`config.mk`:
```
export PLATFORM = sky130hd
export DESIGN_NAME = mig_rr_arbiter
export DESIGN_NICKNAME = d
export VERILOG_FILES = /design/src/rtl/mig_rr_arbiter.sv
export SDC_FILE = /design/constraint.sdc
export NUM_CORES = 1
export LEC_CHECK = 0
export CORE_AREA = 2 2 444 446
export CTS_CLUSTER_DIAMETER = 120
export DETAILED_ROUTE_END_ITERATION = 16
export DIE_AREA = 0 0 446 448
export GPL_TIMING_DRIVEN = 0
export MAX_ROUTING_LAYER = met4
export RECOVER_POWER = 50
export SYNTH_ARGS = -nofsm -noshare
export SYNTH_HDL_FRONTEND = slang
export SYNTH_SLANG_ARGS = --single-unit
```
`constraint.sdc`:
```
create_clock -name clk_i -period 2.6 [get_ports clk_i]
set_clock_uncertainty 0.2 [all_clocks]
set_input_delay 0.39 -clock clk_i [delete_from_list [all_inputs] [get_ports clk_i]]
set_output_delay 0.39 -clock clk_i [all_outputs]
set_load 0.1 [all_outputs]
```
`src/rtl/mig_rr_arbiter.sv`:
```
// Round-robin arbiter sharing one MIG 7-series user interface among N_PORTS line requesters.
// Optional read watchdog is enabled by defining MIG_ARB_TIMEOUT_EN.
`ifndef WDFP
`define WDFP 128
`endif

module mig_rr_arbiter #(
  parameter int N_PORTS        = 4,
  parameter int ADDR_W         = 28,
  parameter int DATA_W         = `WDFP,
  parameter int TIMEOUT_CYCLES = 1024
) (
  input  logic                          clk_i,
  input  logic                          rst_ni,
  input  logic [N_PORTS-1:0]            req_i,
  input  logic [N_PORTS-1:0]            req_rw_i,
  input  logic [N_PORTS*ADDR_W-1:0]     req_addr_i,
  input  logic [N_PORTS*DATA_W-1:0]     req_wdata_i,
  input  logic [N_PORTS*DATA_W/8-1:0]   req_mask_i,
  output logic [N_PORTS-1:0]            done_o,
  output logic [DATA_W-1:0]             rdata_o,
  output logic                          busy_o,
  output logic                          timeout_o,
  output logic                          app_en,
  output logic [2:0]                    app_cmd,
  output logic [ADDR_W-1:0]             app_addr,
  output logic [DATA_W-1:0]             app_wdf_data,
  output logic [DATA_W/8-1:0]           app_wdf_mask,
  output logic                          app_wdf_wren,
  output logic                          app_wdf_end,
  input  logic                          app_rdy,
  input  logic                          app_wdf_rdy,
  input  logic                          app_rd_data_valid,
  input  logic [DATA_W-1:0]             app_rd_data,
  output logic                          app_sr_req,
  output logic                          app_ref_req,
  output logic                          app_zq_req
);

  localparam int PW = $clog2(N_PORTS);
  localparam int MW = DATA_W / 8;

  typedef enum logic [1:0] {IDLE, ISSUE, WAIT_RD, RESP} state_t;

  state_t          state;
  logic [PW-1:0]   last;
  logic [PW-1:0]   gnt;
  logic            rw_q;
  logic [PW-1:0]   pick;
  logic            found;
  logic            accept;

  logic [ADDR_W-1:0] addr_a  [N_PORTS];
  logic [DATA_W-1:0] wdata_a [N_PORTS];
  logic [MW-1:0]     mask_a  [N_PORTS];

  for (genvar k = 0; k < N_PORTS; k++) begin : g_unpack
    assign addr_a[k]  = req_addr_i[k*ADDR_W +: ADDR_W];
    assign wdata_a[k] = req_wdata_i[k*DATA_W +: DATA_W];
    assign mask_a[k]  = req_mask_i[k*MW +: MW];
  end

  // Scan last+1, last+2, ... so the most recently served port has lowest priority.
  always_comb begin
    // NOTE: every variable written here gets a default first so no latch is inferred.
    found = 1'b0;
    pick  = last;
    for (int i = 1; i <= N_PORTS; i++) begin
      logic [PW-1:0] idx;
      idx = PW'((int'(last) + i) % N_PORTS);
      if (!found && req_i[idx]) begin
        found = 1'b1;
        pick  = idx;
      end
    end
  end

  assign accept      = app_rdy && (!rw_q || app_wdf_rdy);
  assign busy_o      = (state != IDLE);
  assign app_sr_req  = 1'b0;
  assign app_ref_req = 1'b0;
  assign app_zq_req  = 1'b0;

`ifdef MIG_ARB_TIMEOUT_EN
  localparam int TW = $clog2(TIMEOUT_CYCLES + 1);
  logic [TW-1:0] tmo_cnt;
`else
  logic unused_cfg;
  assign unused_cfg = (TIMEOUT_CYCLES > 0);
  assign timeout_o  = 1'b0;
`endif

  // NOTE: sequential state uses non-blocking assignments so every register samples pre-edge values.
  always_ff @(posedge clk_i or negedge rst_ni) begin
    if (!rst_ni) begin
      state        <= IDLE;
      last         <= PW'(N_PORTS - 1);
      gnt          <= '0;
      rw_q         <= 1'b0;
      done_o       <= '0;
      rdata_o      <= '0;
      app_en       <= 1'b0;
      app_cmd      <= 3'b000;
      app_addr     <= '0;
      app_wdf_data <= '0;
      app_wdf_mask <= '0;
      app_wdf_wren <= 1'b0;
      app_wdf_end  <= 1'b0;
`ifdef MIG_ARB_TIMEOUT_EN
      tmo_cnt      <= '0;
      timeout_o    <= 1'b0;
`endif
    end else begin
      case (state)
        IDLE: begin
          if (found) begin
            gnt          <= pick;
            last         <= pick;
            rw_q         <= req_rw_i[pick];
            app_en       <= 1'b1;
            app_cmd      <= req_rw_i[pick] ? 3'b000 : 3'b001;
            app_addr     <= addr_a[pick];
            app_wdf_data <= wdata_a[pick];
            app_wdf_mask <= mask_a[pick];
            app_wdf_wren <= req_rw_i[pick];
            app_wdf_end  <= req_rw_i[pick];
            state        <= ISSUE;
          end
        end
        ISSUE: begin
          // Command fields stay untouched until the MIG accepts them.
          if (accept) begin
            app_en       <= 1'b0;
            app_wdf_wren <= 1'b0;
            app_wdf_end  <= 1'b0;
            if (rw_q) begin
              done_o <= N_PORTS'(1) << gnt;
              state  <= RESP;
            end else begin
`ifdef MIG_ARB_TIMEOUT_EN
              tmo_cnt <= '0;
`endif
              state  <= WAIT_RD;
            end
          end
        end
        WAIT_RD: begin
          if (app_rd_data_valid) begin
            rdata_o <= app_rd_data;
            done_o  <= N_PORTS'(1) << gnt;
            state   <= RESP;
          end
`ifdef MIG_ARB_TIMEOUT_EN
          else if (tmo_cnt == TW'(TIMEOUT_CYCLES - 1)) begin
            rdata_o   <= '0;
            timeout_o <= 1'b1;
            done_o    <= N_PORTS'(1) << gnt;
            state     <= RESP;
          end else begin
            tmo_cnt <= tmo_cnt + 1'b1;
          end
`endif
        end
        RESP: begin
          done_o <= '0;
          state  <= IDLE;
        end
        default: state <= IDLE;
      endcase
    end
  end

endmodule

```
==> metrics.md, run 1 <==
| Metric | Value |
|---|---|
| Wirelength, routed | `166 mm` |
| Unique masters post-synth | `39` |
| GRT Util Overall | `0.162` |
| Worst Path Arrival | `2.93 ns` |
| Multiplexer area fraction after synthesis | `0.184` |
| Vias per inst | `3.67` |
| Power, Total | `54.2 mW` |
| Met3 Track Usage GR | `0.0570` |
| Vias in the first global route | `20000` |
| Rows | `162` |
| CP max FO | `11` |
| Fin cells | `5592` |
| Peak supply drop | `0.765 mV` |
| Grt total ovfl | `0` |
| Die area | `200000 um^2` |
| Ports | `1144` |
| Initial DRC count | `1801` |
| Failing checks | `negative setup slack` |
| Number of max-cap violations | `0` |
| Synth Area in Adders | `0.00360` |
| Post-Synth Simple-Gate Area | `0.0483` |
| Setup ws final | `-0.0353 ns` |
| Synthesized area | `17400 um^2` |
| CTS clk-pin slew, worst paths | `0.06 ns` |
| Post-layout min period | `2.64 ns` |
| Sw Share | `0.624` |
| Final setup fails | `2` |
| Register area share after synthesis | `0.452` |
| Leakage Power | `13.9 nW` |
| Internal power | `20.4 mW` |
| Clk buf depth | `3` |
| Critical path capture point type | `register` |
| Syn Area/Cell | `10.1 um^2` |
| Yosys warns | `0` |
| Antenna-violating nets left | `0` |
| Hold crit path type | `in -> reg` |
| Placed instance count | `5414` |
| P_sw | `33.8 mW` |
| Synth Register Bits | `314` |
| Critical path launch point type | `register` |
| Fmax | `379 MHz` |
| First-pass GRT wire length | `205 mm` |
| Hpwl dp | `142 mm` |
| Slew Limit Fails | `0` |
| DRC Markers | `0` |
| Initial Utilization | `0.0893` |
| Area growth syn-to-layout | `103%` |
| Relative slew slack | `0.239` |
| Hold Vio Cnt, Final | `0` |
| Antenna violations before repair | `122` |
| Largest family of logic cells by synthesized area | `compound AO/OA/AOI/OAI gates` |
| Grt peak-use layer | `met2` |
| Largest net degree at the start of global routing | `105` |
| Met2 Use GR | `0.269` |
| Die Ht | `448 um` |
| DIE WIDTH | `446 um` |
| DRT Pass-1 Iters | `5` |
| Clock Power Share | `0.121` |
| Setup slack, reg-to-reg | `-0.04 ns` |
| Gpl congestion | `0.961` |
| Outcome | `finished, violations left` |
| Root buf cell | `clkbuf_16` |
| Clk sinks | `314` |
| CP required | `2.90 ns` |
| Power Dens Cells | `1540 nW/um^2` |
| Number of port buffers | `1137` |
| Htree depth | `2` |
| Compound-Gate Fraction of Synth Area | `0.223` |
| Syn Inst Count | `1726` |
| Via Count | `20500` |
| Cts bufs inserted | `44` |
| Placeable Area | `195000 um^2` |
| Global Route met1 Usage | `0.178` |
| Fillcell total | `21600` |
| CTS tree | `yes` |
| Setup TNS | `-0.0552 ns` |
| Reg power frac | `0.163` |
| Worst skew pair latency | `0.65 ns` |
| Final-stage net count | `3779` |
| Post-DR wirelength/cell | `29.6 um` |
| Worst Max-Slew Pin Slew | `1.15 ns` |
| RSZ-0062 raised after global routing | `yes` |
| Worst Setup Path Type | `reg -> reg` |
| Share of cells above drive strength 1 | `0.194` |
| Final period utilization | `1.01` |
| Synth Area in XOR/XNOR | `0` |
| Combinational power share | `0.716` |
## kinds of logic after synthesis
group / count (synthesis)
other: 1
buffers and inverters: 354
AOI/OAI and AO/OA: 539
muxes: 303
DFF: 314
and+or+nand+nor: 210
adders and majority gates: 5
## timing repair
action,CTS,global route
hold endpoints to repair,210,0
gates resized for setup,666,127
pin swaps,40,26
setup endpoints to repair,584,273
setup buffers,10,11
cloned,2,2
hold buffers,3,0
## metrics by stage
step / instance area [um^2] / utilization / setup WS (ns) / hold slack [ns]
2_1_floorplan: 17500 / - / 0.00522 / -0.106
3_3_place_gp: 32000 / 0.165 / -15.10 / 0.286
3_5_place_dp: 32000 / 0.164 / -1.72 / 0.147
4_1_cts: 34700 / 0.178 / -0.0404 / 0.0751
5_1_grt: 35200 / 0.181 / -0.0762 / 0.0985
6_report: 35300 / 0.181 / -0.0353 / 0.153
## critical path: stages (launching register included)
cell and delay, ns:
dfrtp_1 0.41, inv_2 0.13, ha_4 0.18, clkinvlp_4 0.11, nor2_4 0.16, o211ai_4 0.11
buf_12 0.15, buf_12 0.16, clkbuf_16 0.20, a211oi_4 0.54, a211oi_1 0.10
## cells in the final DEF, fill, tap and decap left out, types with 4 or more instances in the layout
cell             instances
nor2b_1                  4
a211oi_4                45
ha_1                     4
clkbuf_16               48
a211oi_1               260
buf_8                    8
mux2i_4                 10
clkbuf_2                70
buf_4                   41
inv_1                  177
a31oi_2                 10
dfrtp_1                311
buf_6                   25
mux2i_2                  7
clkbuf_8                16
clkdlybuf4s50_1        827
a31oi_4                  5
conb_1                   6
buf_12                  15
buf_2                   14
nand2_1                 10
clkdlybuf4s15_1         17
clkbuf_4                16
a31oi_1                159
clkinv_2                12
clkdlybuf4s15_2         36
diode_2                 70
mux2_2                 131
clkbuf_1                35
dlygate4sd2_1          226
nor2_1                 181
bufinv_16                4
a211oi_2                42
mux2i_1                155
o21ai_0                  6
## routing by layer
metal / vias up / part of all wire / wire length, um
met2: 1190 / 0.49 / 81200
met1: 10300 / 0.38 / 63000
met3: 216 / 0.090 / 15000
li1: 8830 / - / -
met4: 0 / 0.039 / 6380
met5: - / 0 / 0
## area by class of cell
| cell class | instances | area, um^2 | share of cell area |
|---|---|---|---|
| repair buffers | 1168 | 11400 | 0.323 |
| diodes | 70 | 175 | 0.00497 |
| plain buffers | 174 | 1430 | 0.0404 |
| flip-flops and latches | 314 | 7860 | 0.223 |
| well taps | 2542 | 3180 | 0.0902 |
| clock buffers | 58 | 1230 | 0.0350 |
| clock inverters | 23 | 282 | 0.00798 |
| inverters | 180 | 682 | 0.0193 |
| multi-input cells | 1063 | 9040 | 0.256 |
## synthesized netlist by cell type
master	n	area share
o22a_1	1	0.00050
nand2_1	11	0.0024
a21oi_1	3	0.00086
buf_2	41	0.012
and2_1	1	0.00036
nor2_4	1	0.00065
nand3_1	2	0.00058
nor3b_1	1	0.00043
o41ai_1	1	0.00050
nor3_1	1	0.00029
inv_1	180	0.039
a211oi_2	11	0.0079
buf_6	11	0.0071
o21ai_0	6	0.0017
a31oi_1	174	0.063
o21bai_2	1	0.00065
nand2b_1	2	0.00072
ha_1	5	0.0036
nor2_1	182	0.039
mux2i_1	172	0.099
or3b_1	1	0.00050
mux2_2	131	0.085
nor2b_1	5	0.0018
clkbuf_1	102	0.022
o31a_1	1	0.00050
nand4b_1	1	0.00050
o31ai_1	1	0.00043
o21ai_2	1	0.00050
nor4_1	1	0.00036
o211ai_2	1	0.00072
dfrtp_1	312	0.45
buf_4	18	0.0078
dfstp_2	2	0.0030
buf_1	2	0.00043
o221a_1	1	0.00065
conb_1	1	0.00022
o21a_1	1	0.00043
and3_1	1	0.00036
a211oi_1	336	0.15
## final timing paths
kind,to,depth (start not counted),startpoint
min in group asynchronous,rdata_o[71],3,rst_ni
worst min-delay path,rdata_o[1],2,app_rd_data[1]
worst max register to register,app_wdf_data[9],10,state[1]
worst min register to register,rdata_o[81],1,rdata_o[81]
worst max-delay path,app_wdf_data[9],10,state[1]
max in group asynchronous,app_wdf_data[124],4,rst_ni
## power by group through the flow
stage / clock network [mW] / logic, mW / registers, mW
after detailed placement: 0 / 38.1 / 8.90
after floorplan: 0 / 8.34 / 25.7
after CTS: 6.76 / 38.6 / 8.78
after global routing: 6.93 / 40.1 / 9.09
final: 6.55 / 38.8 / 8.83
after global placement: 0 / 38.1 / 8.83
## registers in the layout, summed over array words and instances, names as in the netlist
| name | cells |
|---|---|
| rdata_o | 128 |
| last | 2 |
| done_o | 4 |
| rw_q | 1 |
| app_en | 1 |
| app_wdf_end | 1 |
| gnt | 2 |
| app_wdf_mask | 16 |
| state | 2 |
| app_addr | 28 |
| app_cmd | 1 |
| app_wdf_data | 128 |
Power figures use the tool's default switching activity.
==> run 2, diff against run 1 <==
Settings changed: CTS_BUF_LIST set to sky130_fd_sc_hd__clkbuf_16.
==> metrics.md, run 2 (synthesized netlist as in run 1, its figures left out) <==
| Metric | Value |
|---|---|
| CP max FO | `8` |
| Setup ws final | `-0.0630 ns` |
| Ports | `1144` |
| Commonest non-fill, non-tap cell in the layout | `clkdlybuf4s50_1` |
| Failing checks | `negative setup slack` |
| Vias in the first global route | `20100` |
| Area growth syn-to-layout | `108%` |
| DRC Markers | `0` |
| Worst skew pair latency | `0.65 ns` |
| Hpwl dp | `142 mm` |
| Slew Limit Fails | `0` |
| Gpl congestion | `0.961` |
| Worst Path Arrival | `2.96 ns` |
| Post-DR wirelength/cell | `30.2 um` |
| Hold WS | `0.152 ns` |
| Largest net degree at the start of global routing | `105` |
| Peak supply drop | `0.764 mV` |
| Antenna violations before repair | `122` |
| Clock Power Share | `0.112` |
| Critical path launch point type | `register` |
| CP max stage delay | `0.55 ns` |
| Root buf cell | `clkbuf_16` |
| Leakage Power | `14.2 nW` |
| Ordered list of cells on the worst path | `buf_6 -> buf_6 -> nand2_8 -> and3_4 -> buf_12 -> clkbuf_16 -> clkbuf_16 -> a211oi_4 -> a211oi_1` |
| Relative slew slack | `0.247` |
| Share of cells above drive strength 1 | `0.217` |
| Wirelength, routed | `169 mm` |
| Clk buf depth | `3` |
| Number of port buffers | `1137` |
| Cts bufs inserted | `44` |
| CTS clk-pin slew, worst paths | `0.06 ns` |
| Die Ht | `448 um` |
| Critical path capture point type | `register` |
| Initial Utilization | `0.0893` |
| Placeable Area | `195000 um^2` |
| Initial DRC count | `1811` |
| Rows | `162` |
| Final-stage net count | `3797` |
| Clk sinks | `314` |
| Most frequent cells in the layout | `clkdlybuf4s50_1, dfrtp_1, a211oi_1` |
| Vias per inst | `3.68` |
| Worst setup path startpoint | `last[0]` |
| Via Count | `20600` |
| Largest delay share family, worst path | `buffers and inverters` |
| Post-layout min period | `2.66 ns` |
| Top Registers | `app_wdf_data: 128 flops, rdata_o: 128 flops, app_addr: 28 flops` |
| Final setup fails | `7` |
| CTS tree | `yes` |
| P_sw | `34.5 mW` |
| Sw Share | `0.619` |
| Final period utilization | `1.02` |
| Fillcell total | `21600` |
| Power Dens Cells | `1540 nW/um^2` |
| DIE WIDTH | `446 um` |
| First-pass GRT wire length | `206 mm` |
| Fmax | `376 MHz` |
| Worst Max-Slew Pin Slew | `1.13 ns` |
| Crit Reg-Reg Startpoint | `last[0]` |
| Hold Vio Cnt, Final | `0` |
| Die area | `200000 um^2` |
| Hold crit path type | `in -> reg` |
| RSZ-0062 raised after global routing | `yes` |
| Worst Setup Path Type | `reg -> reg` |
| Combinational power share | `0.729` |
| Hold Path Origin | `app_rd_data[1]` |
| Grt total ovfl | `0` |
| Reg power frac | `0.158` |
| CP required | `2.90 ns` |
| Antenna-violating nets left | `0` |
| CP Buf/Inv Count | `5` |
| Crit-path slowest cell | `dfstp_2` |
| Htree depth | `2` |
| Internal power | `21.2 mW` |
| Setup TNS | `-0.198 ns` |
| GRT Util Overall | `0.163` |
| DRT Pass-1 Iters | `5` |
| Number of max-cap violations | `0` |
| Outcome | `finished, violations left` |
-- run 2: path summary, 6_finish.rpt --
kind	end	slack (ns)	cells after the start
worst max-delay path	app_wdf_data[45]	-0.06	9
worst min-delay path	rdata_o[1]	0.15	2
worst max register to register	app_wdf_data[45]	-0.06	9
worst min register to register	rdata_o[6]	0.30	1
max in group asynchronous	app_wdf_data[124]	0.13	4
min in group asynchronous	rdata_o[71]	0.62	3
-- run 2: power by group through the flow --
stage | clock [mW] | sequential, mW | combinational (mW)
after floorplan | 0 | 25.7 | 8.34
after global placement | 0 | 8.83 | 38.1
after detailed placement | 0 | 8.90 | 38.1
after CTS | 6.49 | 8.77 | 38.9
after global routing | 6.66 | 9.08 | 41.9
final | 6.27 | 8.82 | 40.7
-- run 2: layout make-up --
cell class,instances,area [um^2],share of cell area
Antenna cell,65,163,0.00450
Buffer,173,1650,0.0455
Clock buffer,44,1100,0.0305
Clock inverter,37,334,0.00924
Inverter,180,682,0.0189
Multi-Input combinational cell,1063,9470,0.262
Sequential cell,314,7860,0.217
Tap cell,2542,3180,0.0880
Timing Repair Buffer,1187,11700,0.324
-- run 2: repair_timing --
item,4_1_cts,5_1_grt
pin swaps,47,47
gates cloned,3,12
endpoints found under the setup margin,584,262
hold endpoints to repair,210,0
hold buffers,3,0
setup buffers,12,18
gates resized for setup,689,234
-- run 2: through the flow --
stage | util | std cells | cell area (um^2) | power, mW | worst slack (ns)
finish | 0.186 | 5605 | 36100 | 55.8 | -0.0630
global route | 0.186 | 5592 | 36100 | 57.7 | -0.0978
CTS | 0.179 | 5513 | 34800 | 54.2 | -0.0894
detailed placement | 0.164 | 5414 | 32000 | 47.0 | -1.72
global placement | 0.165 | 5410 | 32000 | 46.9 | -15.10
floorplan | - | 1731 | 17500 | 34.0 | 0.00522
-- run 2: routing by layer --
layer  up-vias  GRT usage  part of all wire
li1       8878          -                 -
met1     10300      0.177              0.38
met2      1215      0.272              0.48
met3       252     0.0608             0.098
met4         0     0.0565             0.044
met5         -          -                 0
==> run 3, diff against run 2 <==
Settings changed: SETUP_SLACK_MARGIN set to 0.2.
==> metrics.md, run 3 (synthesized netlist as in run 1, its figures left out) <==
| Metric | Value |
|---|---|
| Outcome | `finished, violations left` |
| Failing checks | `negative setup slack` |
| GRT Util Overall | `0.172` |
| Sequential cell area | `7870 um^2` |
| Hold crit path type | `in -> reg` |
| RSZ-0062 raised after global routing | `yes` |
| Area growth syn-to-layout | `120%` |
| Clk sinks | `314` |
| Gpl congestion | `0.952` |
| Top sig layer | `met4` |
| Worst Max-Slew Pin Slew | `1.45 ns` |
| Wirelength, routed | `183 mm` |
| Number of port buffers | `1137` |
| Ports | `1144` |
| M1 wire length | `67.7 mm` |
| Commonest non-fill, non-tap cell in the layout | `clkdlybuf4s50_1` |
| Clk buf depth | `3` |
| Antenna-violating nets left | `0` |
| CP required | `2.93 ns` |
| Via Count | `21600` |
| First-pass GRT wire length | `215 mm` |
| Hold Vio Cnt, Final | `0` |
| DIE WIDTH | `446 um` |
| CTS clk-pin slew, worst paths | `0.06 ns` |
| Fillcell total | `21300` |
| DRC Markers | `0` |
| Worst skew pair latency | `0.65 ns` |
| DRT Pass-1 Iters | `6` |
| Leakage Power | `14.8 nW` |
| Critical path capture point type | `register` |
| Setup TNS | `-2.11 ns` |
| Rows | `162` |
| Wire length on met3 | `18.9 mm` |
| Initial Utilization | `0.0893` |
| Vias in the first global route | `20400` |
| Antenna violations before repair | `118` |
| Number of max-cap violations | `0` |
| Relative slew slack | `0.0334` |
| Power Dens Cells | `1580 nW/um^2` |
| Die Ht | `448 um` |
| Slew Limit Fails | `0` |
| Cts bufs inserted | `47` |
| Die area | `200000 um^2` |
| Critical Path Sink | `app_wdf_data[126]` |
| Peak supply drop | `0.727 mV` |
| Root buf cell | `clkbuf_16` |
| Worst Path Arrival | `3.03 ns` |
| Placeable Area | `195000 um^2` |
| Htree depth | `2` |
| Final period utilization | `1.04` |
| Met2 wire len | `89.4 mm` |
| Top Registers | `app_wdf_data: 128 flops, rdata_o: 128 flops, app_addr: 28 flops` |
| Post-DR wirelength/cell | `32.3 um` |
| Setup ws final | `-0.0975 ns` |
| Worst-case reg-to-reg path depth | `8` |
| Critical path launch point type | `register` |
| Vias per inst | `3.82` |
| Hpwl dp | `149 mm` |
| Most frequent cells in the layout | `clkdlybuf4s50_1, dfrtp_1, inv_1` |
| R2R Path End | `app_wdf_data[126]` |
| Multi-input logic area | `10400 um^2` |
| Worst Setup Path Type | `reg -> reg` |
| Post-layout min period | `2.70 ns` |
| Placed instance count | `5420` |
| Worst setup path startpoint | `last[0]` |
| Setup slack, reg-to-reg | `-0.1 ns` |
| CTS tree | `yes` |
| Fmax | `371 MHz` |
| Crit Reg-Reg Startpoint | `last[0]` |
| Largest net degree at the start of global routing | `106` |
| Final setup fails | `69` |
| Initial DRC count | `2339` |
| Grt total ovfl | `0` |
| Final-stage net count | `3848` |
| CP max FO | `5` |
| Share of cells above drive strength 1 | `0.301` |
| Fin cells | `5657` |
run 3: cell types whose count changed in the layout (fill, tap and decap cells not counted), moves of 24 or more:
cell           delta
clkbuf_2         +63
buf_12           +29
a211oi_2         +65
a211oi_1         -58
dlygate4sd2_1    -80
clkbuf_16        +24
mux2i_1          -58
mux2i_4          +49
run 3: final cells by class:
cell class	instances	area share
Timing Repair Buffer	1235	0.324
Multi-Input combinational cell	1063	0.273
Sequential cell	314	0.206
Tap cell	2542	0.0832
Buffer	173	0.0529
Clock buffer	47	0.0308
Inverter	180	0.0178
Clock inverter	37	0.00857
Antenna cell	66	0.00432
run 3: worst max-delay path: stages, from the launching register on:
cell      delay, ns
dfstp_4        0.72
nor2b_4        0.07
o21bai_4       0.18
and3_4         0.25
buf_12         0.17
buf_16         0.19
buf_16         0.18
mux2i_4        0.38
a211oi_1       0.13
run 3: per-stage QoR:
stage                     setup slack [ns]  area [um^2]  utilization  hold WS [ns]  power, mW
final                              -0.0975        38200        0.197         0.135       60.5
after global routing                -0.151        38200        0.196        0.0927       62.2
after CTS                           -0.154        35600        0.183       0.00928       56.3
after detailed placement             -1.85        32400        0.167         0.142       48.1
after global placement              -15.26        32300        0.166         0.285       47.8
after floorplan                      0.134        17700            -        -0.106       34.3
run 3: report_power, final:
group          switching, mW  total [mW]  internal [mW]
clock                   2.86        6.57           3.71
sequential              1.51        8.92           7.41
combinational           32.3        45.0           12.7
total                   36.7        60.5           23.8
run 3: worst min-delay path by stage:
stage,startpoint,slack (ns),to,cells after the start
after floorplan,rst_ni,-0.11,app_addr[0],0
after global placement,rdata_o[109],0.29,rdata_o[109],1
after detailed placement,rst_ni,0.14,app_wdf_mask[8],1
after CTS,rst_ni,0.009,last[0],2
after global routing,app_rd_data[96],0.09,rdata_o[96],2
final,app_rd_data[96],0.14,rdata_o[96],2
run 3: per-layer routing:
| metal | track usage | vias up |
|---|---|---|
| li1 | - | 9001 |
| met1 | 0.192 | 10900 |
| met2 | 0.284 | 1407 |
| met3 | 0.0604 | 301 |
| met4 | 0.0563 | 0 |
| met5 | - | - |
run 3: what timing repair did:
item / 4_1_cts / 5_1_grt
hold endpoints to repair: 119 / 0
buffers inserted: 20 / 26
gates cloned: 9 / 30
endpoints found under the setup margin: 599 / 557
resized for setup: 711 / 682
hold buffers: 3 / 0
pin swaps: 15 / 120
